===== src/rtl/disp_pkg.sv =====
// Shared pixel type, fallback colour and scheduler state encoding for the
// display source scheduler.
package disp_pkg;

  localparam int PIX_W = 24;

  typedef logic [PIX_W-1:0] rgb_t;

  localparam rgb_t FALLBACK_COLOR = 24'h000000;

  typedef enum logic {
    RUN  = 1'b0,
    EVAL = 1'b1
  } sched_state_t;

endpackage


===== src/rtl/rr_pick.sv =====
// Combinational rotating-priority picker: returns the first set bit of req
// found when scanning upward from index start, wrapping around.
module rr_pick #(
  parameter int N  = 4,
  parameter int IW = $clog2(N)
) (
  input  logic [N-1:0]  req,
  input  logic [IW-1:0] start,
  output logic [N-1:0]  onehot,
  output logic          found
);

  // Outer loop walks the distance from start, inner loop finds the index at it.
  always_comb begin
    onehot = '0;
    found  = 1'b0;
    for (int k = 0; k < N; k++) begin
      for (int i = 0; i < N; i++) begin
        if (!found && req[i] && (((i + N - int'(start)) % N) == k)) begin
          onehot[i] = 1'b1;
          found     = 1'b1;
        end
      end
    end
  end

endmodule


===== src/rtl/disp_src_sched.sv =====
// Frame-synchronous source scheduler: shares the disp_driver pixel path among
// NUM_SRC sources, switching owner only at vsync. Define DISP_SRC_SCHED_STATS_EN
// to keep the frame_cnt / underflow_cnt statistics counters.
module disp_src_sched
  import disp_pkg::*;
#(
  parameter int NUM_SRC        = 4,
  parameter int DEFAULT_SRC    = 0,
  parameter int HOLD_FRAMES    = 2,
  parameter int TIMEOUT_FRAMES = 4
) (
  input  logic                     clk,
  input  logic                     rst,
  input  logic                     vs_in,
  input  logic                     de_in,
  input  logic [NUM_SRC-1:0]       req,
  input  logic [NUM_SRC-1:0]       src_valid,
  input  logic [NUM_SRC*PIX_W-1:0] pix_in,
  output logic [NUM_SRC-1:0]       grant,
  output logic [PIX_W-1:0]         pix_out,
  output logic                     switch_pulse,
  output logic [15:0]              frame_cnt,
  output logic [15:0]              underflow_cnt
);

  localparam int IW = $clog2(NUM_SRC);
  localparam int CW = 8;
  localparam logic [CW-1:0] HOLD_MAX   = CW'(HOLD_FRAMES);
  localparam logic [CW-1:0] STRIKE_MAX = CW'(TIMEOUT_FRAMES);
  localparam logic [NUM_SRC-1:0] DEF_OH = NUM_SRC'(1) << DEFAULT_SRC;

  sched_state_t        state_q, state_d;
  logic                vs_q, vs_d;
  logic [NUM_SRC-1:0]  grant_q, grant_d;
  logic [NUM_SRC-1:0]  masked_q, masked_d;
  logic [CW-1:0]       hold_q, hold_d;
  logic [CW-1:0]       strike_q, strike_d;
  logic                frame_uf_q, frame_uf_d;
  rgb_t                pix_q, pix_d;
  logic                pulse_q, pulse_d;

  logic [IW-1:0]       owner_idx, start_idx;
  rgb_t                owner_pix;
  logic                owner_valid, vs_rise, underflow, revoke;
  logic [CW-1:0]       strike_eval;
  logic [NUM_SRC-1:0]  masked_eval, cand, cand_other, next_grant;
  logic [NUM_SRC-1:0]  pick_any_oh, pick_other_oh;
  logic                pick_any_found, pick_other_found;

  always_comb begin
    owner_idx = '0;
    owner_pix = '0;
    for (int i = 0; i < NUM_SRC; i++) begin
      if (grant_q[i]) begin
        owner_idx = IW'(i);
        owner_pix = pix_in[i*PIX_W +: PIX_W];
      end
    end
    owner_valid = |(src_valid & grant_q);
    start_idx   = (owner_idx == IW'(NUM_SRC - 1)) ? '0 : owner_idx + 1'b1;
  end

  // Strike count the EVAL would commit if the owner stays; revocation uses it directly.
  always_comb begin
    vs_rise     = vs_in & ~vs_q;
    underflow   = de_in & ~owner_valid;
    if (!frame_uf_q)
      strike_eval = '0;
    else if (strike_q >= STRIKE_MAX)
      strike_eval = strike_q;
    else
      strike_eval = strike_q + 1'b1;
    revoke      = (strike_eval >= STRIKE_MAX);
    masked_eval = ((masked_q & req) | (revoke ? grant_q : '0)) & ~DEF_OH;
    cand        = req & ~masked_eval;
    cand_other  = cand & ~grant_q;
  end

  rr_pick #(.N(NUM_SRC), .IW(IW)) u_pick_any (
    .req    (cand),
    .start  (start_idx),
    .onehot (pick_any_oh),
    .found  (pick_any_found)
  );

  rr_pick #(.N(NUM_SRC), .IW(IW)) u_pick_other (
    .req    (cand_other),
    .start  (start_idx),
    .onehot (pick_other_oh),
    .found  (pick_other_found)
  );

  always_comb begin
    if (revoke || !(|(req & grant_q)))
      next_grant = pick_any_found ? pick_any_oh : DEF_OH;
    else if (pick_other_found && (hold_q >= HOLD_MAX))
      next_grant = pick_other_oh;
    else
      next_grant = grant_q;
  end

  always_comb begin
    state_d    = state_q;
    vs_d       = vs_in;
    grant_d    = grant_q;
    masked_d   = masked_q;
    hold_d     = hold_q;
    strike_d   = strike_q;
    frame_uf_d = frame_uf_q | underflow;
    pulse_d    = 1'b0;
    if (!de_in)
      pix_d = '0;
    else if (underflow)
      pix_d = FALLBACK_COLOR;
    else
      pix_d = owner_pix;

    case (state_q)
      RUN: begin
        if (vs_rise) state_d = EVAL;
      end
      EVAL: begin
        state_d    = RUN;
        masked_d   = masked_eval;
        // An underflow on the EVAL cycle belongs to the frame now starting.
        frame_uf_d = underflow;
        grant_d    = next_grant;
        if (next_grant != grant_q) begin
          pulse_d  = 1'b1;
          hold_d   = CW'(1);
          strike_d = '0;
        end else begin
          hold_d   = (hold_q >= HOLD_MAX) ? HOLD_MAX : hold_q + 1'b1;
          strike_d = strike_eval;
        end
      end
      default: state_d = RUN;
    endcase
  end

  always_ff @(posedge clk) begin
    if (rst) begin
      state_q    <= RUN;
      vs_q       <= 1'b0;
      grant_q    <= DEF_OH;
      masked_q   <= '0;
      hold_q     <= '0;
      strike_q   <= '0;
      frame_uf_q <= 1'b0;
      pix_q      <= '0;
      pulse_q    <= 1'b0;
    end else begin
      state_q    <= state_d;
      vs_q       <= vs_d;
      grant_q    <= grant_d;
      masked_q   <= masked_d;
      hold_q     <= hold_d;
      strike_q   <= strike_d;
      frame_uf_q <= frame_uf_d;
      pix_q      <= pix_d;
      pulse_q    <= pulse_d;
    end
  end

  assign grant        = grant_q;
  assign pix_out      = pix_q;
  assign switch_pulse = pulse_q;

`ifdef DISP_SRC_SCHED_STATS_EN
  logic [15:0] frame_cnt_q, frame_cnt_d;
  logic [15:0] uf_cnt_q, uf_cnt_d;

  always_comb begin
    frame_cnt_d = frame_cnt_q + {15'd0, vs_rise};
    uf_cnt_d    = (underflow && (uf_cnt_q != 16'hFFFF)) ? uf_cnt_q + 16'd1 : uf_cnt_q;
  end

  always_ff @(posedge clk) begin
    if (rst) begin
      frame_cnt_q <= '0;
      uf_cnt_q    <= '0;
    end else begin
      frame_cnt_q <= frame_cnt_d;
      uf_cnt_q    <= uf_cnt_d;
    end
  end

  assign frame_cnt     = frame_cnt_q;
  assign underflow_cnt = uf_cnt_q;
`else
  assign frame_cnt     = 16'h0000;
  assign underflow_cnt = 16'h0000;
`endif

endmodule


===== config.mk =====
export PLATFORM = sky130hd
export DESIGN_NAME = disp_src_sched
export DESIGN_NICKNAME = d
export VERILOG_FILES = /design/src/rtl/disp_pkg.sv /design/src/rtl/rr_pick.sv /design/src/rtl/disp_src_sched.sv
export SDC_FILE = /design/constraint.sdc
export NUM_CORES = 1
export LEC_CHECK = 0
export CORE_ASPECT_RATIO = 0.6
export CORE_MARGIN = 2
export CORE_UTILIZATION = 35
export DETAILED_ROUTE_END_ITERATION = 7
export PLACE_DENSITY = 0.83
export SLEW_MARGIN = 20
export SYNTH_ARGS = -nofsm -noshare
export SYNTH_HDL_FRONTEND = slang
export SYNTH_SLANG_ARGS = --single-unit

===== constraint.sdc =====
create_clock -name clk -period 2.1 [get_ports clk]
set_input_delay 0.315 -clock clk [delete_from_list [all_inputs] [get_ports clk]]
set_output_delay 0.315 -clock clk [all_outputs]
set_load 0.03 [all_outputs]

# Word level (Yosys, flattened, before mapping)
# Cells that the tools add are included.
# Widths: inputs -> output; s select.
dict set report totals {
  reg_bits 51
  in_bits 108
  out_inout_bits 61
  elab_cells 242
}
dict set report op_classes {
  add_sub_neg 7
  magnitude_cmp 3
  eq_ne 14
  mux 83
  bitwise 19
  n_reduce_logical 107
}
# operator n
set op_table {}
lappend op_table {{$logic_not 32->1} 4}
lappend op_table {{$mux 24} 4}
lappend op_table {{$mux 1} 66}
lappend op_table {{$logic_and 1x1->1} 63}
lappend op_table {{$mux 8} 5}
lappend op_table {{$logic_not 1->1} 31}
lappend op_table {{$eq 3x3->1 const B} 8}
lappend op_table {{$and 4x4->4} 5}
lappend op_table {{$add 8x1->8 const B} 2}
lappend op_table {{$ge 8x3->1 const B} 2}
lappend op_table {{$mux 4} 4}
lappend op_table {{$sub 3x2->4 const A} 4}
lappend op_table {{$eq 3x2->1 const B} 4}
lappend op_table {{$reduce_or 2->1} 5}
lappend op_table {{$ge 8x2->1 const B} 1}
lappend op_table {{$not 4->4} 2}
lappend op_table {{$reduce_or 4->1} 2}
lappend op_table {{$and 1x1->1} 6}
lappend op_table {{$mux 2} 3}
lappend op_table {{$ne 4x4->1} 1}
lappend op_table {{$not 1->1} 4}
lappend op_table {{$or 4x4->4} 1}
lappend op_table {{$reduce_or 3->1} 1}
lappend op_table {{$add 2x1->2 const B} 1}
lappend op_table {{other kinds (4)} 4}

# Logic depth before layout (Yosys ltp)
dict set report logic_depth {
  word_depth 76
  mapped_depth 9
  ltp_nobuf 9
}

# Hierarchy
# A second synthesis with hierarchy kept.
dict set report hier_totals {
  hier_cells 377
  area_unflattened_um2 3080.5
}
# mod instances cells_per_inst area_per_inst_um2 seq_area_each_um2
set modules_own_cells {}
lappend modules_own_cells {disp_src_sched 1 337 2857.7 1021.0}
lappend modules_own_cells {rr_pick 2 20 111.4 0.0}

# Least setup slack after synthesis
# No wires, ideal clock.
dict set report synth_path {
  path_kind {register -> register}
  start {register grant_q[2], in the netlist grant[2]}
  end {register strike_q[1]}
  setup_time_ns 0.133
  arrival_time_ns 2.250
  required_ns 1.967
  path_slack_ns -0.283
  path_stages_with_launch 8
  path_buffers 1
  synth_period_minus_slack_ns 2.383
  path_cell_list {dfxtp_1 -> buf_2 -> o211ai_1 -> a311o_1 -> or4_1 -> o31a_1 -> a41oi_1 -> o32ai_2}
}
dict set report synth_between {
  elab_chain_len 75
  elab_cells_between_ends 203
  cone_classes {5 x add/sub; 14 x eq/ne; 70 x mux; 10 x bitwise; 104 x reduce/logical}
}
# item line_no
set synth_rtl {}
lappend synth_rtl {{from (decl)} disp_src_sched.sv:34} ;# logic [NUM_SRC-1:0] grant_q, grant_d;
lappend synth_rtl {{from (signal assigned)} disp_src_sched.sv:155} ;# grant_q <= grant_d;
lappend synth_rtl {{$mux 2 (2 in series)} disp_src_sched.sv:54} ;# if (grant_q[i]) begin
lappend synth_rtl {{$add 2x1->2 or $eq 2x2->1 (tied branches)} disp_src_sched.sv:60} ;# start_idx = (owner_idx == IW'(NUM_SRC - 1)) ? '0 : owner_idx + 1'b1;
lappend synth_rtl {{$mux 2} disp_src_sched.sv:60}
lappend synth_rtl {{$sub 3x2->4} rr_pick.sv:19} ;# if (!found && req[i] && (((i + N - int'(start)) % N) == k)) begin
lappend synth_rtl {{$reduce_or 2->1 (no source line)} --}
lappend synth_rtl {{$and 1x1->1 (no source line)} --}
lappend synth_rtl {{$logic_not 32->1} rr_pick.sv:19}
lappend synth_rtl {{$logic_and 1x1->1} rr_pick.sv:19}
lappend synth_rtl {{[... 57 more ...]} --}
lappend synth_rtl {{$logic_not 1->1} rr_pick.sv:19}
lappend synth_rtl {{$logic_and 1x1->1 (2 in series)} rr_pick.sv:19}
lappend synth_rtl {{$mux 1} rr_pick.sv:19}
lappend synth_rtl {{$logic_and 1x1->1} disp_src_sched.sv:96} ;# else if (pick_other_found && (hold_q >= HOLD_MAX))
lappend synth_rtl {{$mux 4} disp_src_sched.sv:96}
lappend synth_rtl {{$mux 4} disp_src_sched.sv:94} ;# if (revoke || !(|(req & grant_q)))
lappend synth_rtl {{$ne 4x4->1 (*)} disp_src_sched.sv:128} ;# if (next_grant != grant_q) begin
lappend synth_rtl {{$mux 8 (*)} disp_src_sched.sv:128}
lappend synth_rtl {{to (signal assigned)} disp_src_sched.sv:158} ;# strike_q <= strike_d;
lappend synth_rtl {{to (decl)} disp_src_sched.sv:37} ;# logic [CW-1:0] strike_q, strike_d;
# Every way passes the cells marked *; elsewhere a longest branch is shown, timed or not.
# A chain may end at the register's enable or synchronous reset.

# Final worst setup path
dict set report layout_path {
  start {input req[2]}
  end {register strike_q[1]}
}
dict set report layout_between {
  elab_chain_len 65
  elab_cells_between_ends 153
  cone_classes {1 x eq/ne; 60 x mux; 6 x bitwise; 86 x reduce/logical}
}
# item line_no
set layout_rtl {}
lappend layout_rtl {{from (decl)} disp_src_sched.sv:16} ;# input logic [NUM_SRC-1:0] req,
lappend layout_rtl {{$and 4x4->4} disp_src_sched.sv:74} ;# masked_eval = ((masked_q & req) | (revoke ? grant_q : '0)) & ~DEF_OH;
lappend layout_rtl {{$or 4x4->4} disp_src_sched.sv:74}
lappend layout_rtl {{$not 4->4} disp_src_sched.sv:75} ;# cand = req & ~masked_eval;
lappend layout_rtl {{$and 4x4->4} disp_src_sched.sv:75}
lappend layout_rtl {{$and 4x4->4} disp_src_sched.sv:76} ;# cand_other = cand & ~grant_q;
lappend layout_rtl {{$logic_and 1x1->1 (2 in series)} rr_pick.sv:19}
lappend layout_rtl {{$mux 1} rr_pick.sv:19}
lappend layout_rtl {{$logic_not 1->1} rr_pick.sv:19}
lappend layout_rtl {{[... 47 more ...]} --}
lappend layout_rtl {{$logic_not 1->1} rr_pick.sv:19}
lappend layout_rtl {{$logic_and 1x1->1 (2 in series)} rr_pick.sv:19}
lappend layout_rtl {{$mux 1} rr_pick.sv:19}
lappend layout_rtl {{$logic_and 1x1->1} disp_src_sched.sv:96}
lappend layout_rtl {{$mux 4} disp_src_sched.sv:96}
lappend layout_rtl {{$mux 4 (*)} disp_src_sched.sv:94}
lappend layout_rtl {{$ne 4x4->1 (*)} disp_src_sched.sv:128}
lappend layout_rtl {{$mux 8 (*)} disp_src_sched.sv:128}
# Marked as above.

==> results.yml <==
drt:
  routed_wl_um: 10900
  ant_nets: 0
  drtIter0Drc: 218
  drc_errors: 0
  wire_per_inst_um: 17.1
  drt-pass1-iter-count: 4
  viasPerCell: 5.34
  dr_total_vias: 3403
worst_setup_path:
  worstPathMaxFanout: 5
  path_class: "in2reg"
  cpLargestDelayFamily: "compound AO/OA/AOI/OAI gates"
  crit_path_start_kind: "input pin"
  cp.required_ns: 2.30
  path_cells: "clkdlybuf4s50_1, buf_4, a22oi_1, and2_4, nor2_4, buf_4, a221o_1, a211oi_4, a41oi_2, o32ai_2"
  cp_num_buf_inv: 3
  critPathMaxStageDelay_ns: 0.45
  end_kind: "register"
  worstPathArrival_ns: 2.67
  cpMaxStageDelayCell: "clkdlybuf4s50_1"
  crit_top_cell: "buf_4"
flow_run:
  max-cap-violations: 0
cells_and_area:
  diodes: 0
  final_nets: 640
  multi_input_area_um2: 1840
  fill_cells: 663
  area_growth_pct: 71.9
  design_area_um2: 5010
  drive_gt1_share_pct: 20.6
  seqCellArea_um2: 1030
global_route:
  grt_antenna_before_repair: 0
  grt_pass1_wl_um: 15900
  grt_max_degree: 27
  grt_use_total_pct: 22.8
  grt_pass1_vias: 3196
  gr-total-overflow: 0
sta:
  timing.final.ws_setup_ns: -0.369
  min_period_ns: 2.47
  drv_slew: 0
  hold_viol: 0
  final.setup.tns_ns: -4.00
  rsz0062_at_grt: "yes"
  fin_crit_sh_pct: 118
  max_freq_ghz: 0.405
  finClkSkew_ns: 0.00677
  setup_violations: 14
clocking:
  path_clk_slew_ns: 0.07
  cts-root-buf: "clkbuf_16"
  clockBufferDepth: 2
  cts.sinks: 51
  ctsHtreeMaxLevel: 2
  tritoncts: "yes"
  numCtsBuffers: 5
  insertion_delay_ns: 0.30
placement:
  hpwl_um: 8210
  port_buffers: 136
  dpl-instance-area_um2: 4600
  place_congestion: 0.941
die:
  initial_core_util_pct: 36.5
  ios: 169
  rows: 25
  die-width_um: 122
  die_y_um: 74.7
  die-area_um2: 9090
  core-area_um2: 7980
yosys:
  syn_avg_cell_area_um2: 8.18
  yosysSeqAreaShare_pct: 35.1
  yosysUniqueCellTypes: 59
  ys.flop_type: "dfxtp_1"
  async_flop_share_pct: 0
  syn_inst: 356
  synth-seq-cells: 51
  ys_warn_count: 0
  synth_area_um2: 2910
  synth_edf_count: 0
min_path:
  min_path_type: "reg2reg"
outcome:
  outcome: "finished, violations left"
  failed_checks: "setup timing"
power_and_ir_drop:
  irDropWorstVdd_mv: 0.451
  p_per_area_nw_per_um2: 567
  leakage_nw: 2.01
## cell usage in the layout, fill, tap and decap left out, drive strengths merged, types with 3 or more instances in the layout
master / instances
a211oi: 3
a21oi: 13
a221oi: 25
a22oi: 26
a31oi: 3
and2: 8
and3: 3
buf: 57
clkbuf: 5
clkdlybuf4s50: 134
conb: 32
dfxtp: 51
ha: 4
inv: 10
nand2: 13
nand2b: 4
nand3: 6
nor2: 60
nor2b: 4
nor3: 4
nor3b: 7
o211ai: 3
o21ai: 11
## cell usage after synthesis, types with 4 or more instances
| cell type | instances | area (um2) |
|---|---|---|
| nand2b_1 | 4 | 25.0 |
| nor3b_1 | 7 | 52.6 |
| nor3_1 | 4 | 20.0 |
| clkbuf_1 | 19 | 71.3 |
| buf_1 | 4 | 15.0 |
| dfxtp_1 | 51 | 1020 |
| inv_1 | 9 | 33.8 |
| and2_1 | 8 | 50.1 |
| nand2_1 | 13 | 48.8 |
| nor2_1 | 59 | 221 |
| a21oi_1 | 13 | 65.1 |
| o21ai_0 | 11 | 55.1 |
| ha_1 | 4 | 50.1 |
| nand3_1 | 6 | 30.0 |
| nor2b_1 | 4 | 25.0 |
| a221oi_1 | 25 | 219 |
| buf_4 | 32 | 240 |
| a22oi_1 | 26 | 195 |
## routing by layer
layer	global-route usage, %	vias up	part of all wire (%)
met5	0	-	0
met4	6.39	0	1.2
met3	7.65	11	10
met2	36.5	188	47
met1	29.9	1595	41
li1	-	1609	-
## where the power goes
group / switching [mW] / total [mW] / internal [mW]
clock: 0.378 / 0.947 / 0.569
sequential: 0.0161 / 1.02 / 1.00
combinational: 0.451 / 0.873 / 0.422
total: 0.845 / 2.84 / 1.99
## timing repair
action / 4_1_cts / 5_1_grt
resized for setup: 12 / 32
pin swaps: 4 / 14
hold buffers: 0 / 0
setup endpoints to repair: 16 / 16
gates cloned: 0 / 0
buffers inserted: 2 / 4
## final timing paths
kind / start / end / slack (ns) / cells past startpoint
worst max-delay path: req[2] / strike_q[1] / -0.37 / 10
worst max register to register: strike_q[2] / hold_q[1] / -0.36 / 8
worst min register to register: vs_q / state_q / 0.39 / 1
worst min-delay path: vs_q / state_q / 0.39 / 1
## layout make-up
cell class | count | area share [%]
sequential | 51 | 20.6
inverter | 9 | 0.675
multi-input combinational | 269 | 36.8
clock inverter | 3 | 0.950
tap | 108 | 2.70
clock buffer | 5 | 2.50
timing repair buffer | 192 | 35.8
## registers in the layout, indices dropped and copies added (netlist names)
register      flops
frame_uf_q        1
grant             4
hold_q            8
masked_q          3
pix_out          24
state_q           1
strike_q          8
switch_pulse      1
vs_q              1
## worst register-to-register path, cell delays in order (launching register included)
cell	delay, ns
dfxtp_2	0.32
or4_4	0.58
o21a_4	0.26
nor2_4	0.13
buf_4	0.17
a221o_1	0.23
nand3_1	0.19
and3_4	0.26
a41o_1	0.23
## through the flow
step                      hold slack [ns]  setup slack [ns]  instances  total power, mW  util (%)
after floorplan                     0.372            -0.129        387             1.48         -
after global placement              0.380            -0.636        623             1.83      57.7
after detailed placement            0.390            -0.741        623             1.84      57.7
after CTS                           0.395            -0.356        633             2.81      60.7
after global routing                0.423            -0.435        637             2.95      62.8
final                               0.391            -0.369        637             2.84      62.8
## cell families (layout without fill, tap and decap cells)
logic type,count (synthesis),in the layout,synth area share [%]
simple gates,123,123,21.1
compound gates,110,110,29.1
buf+inv,67,209,12.9
flops,51,51,35.1
fa+ha+maj,4,4,1.72
other cells,1,32,0.129
Power figures use the tool's default switching activity.
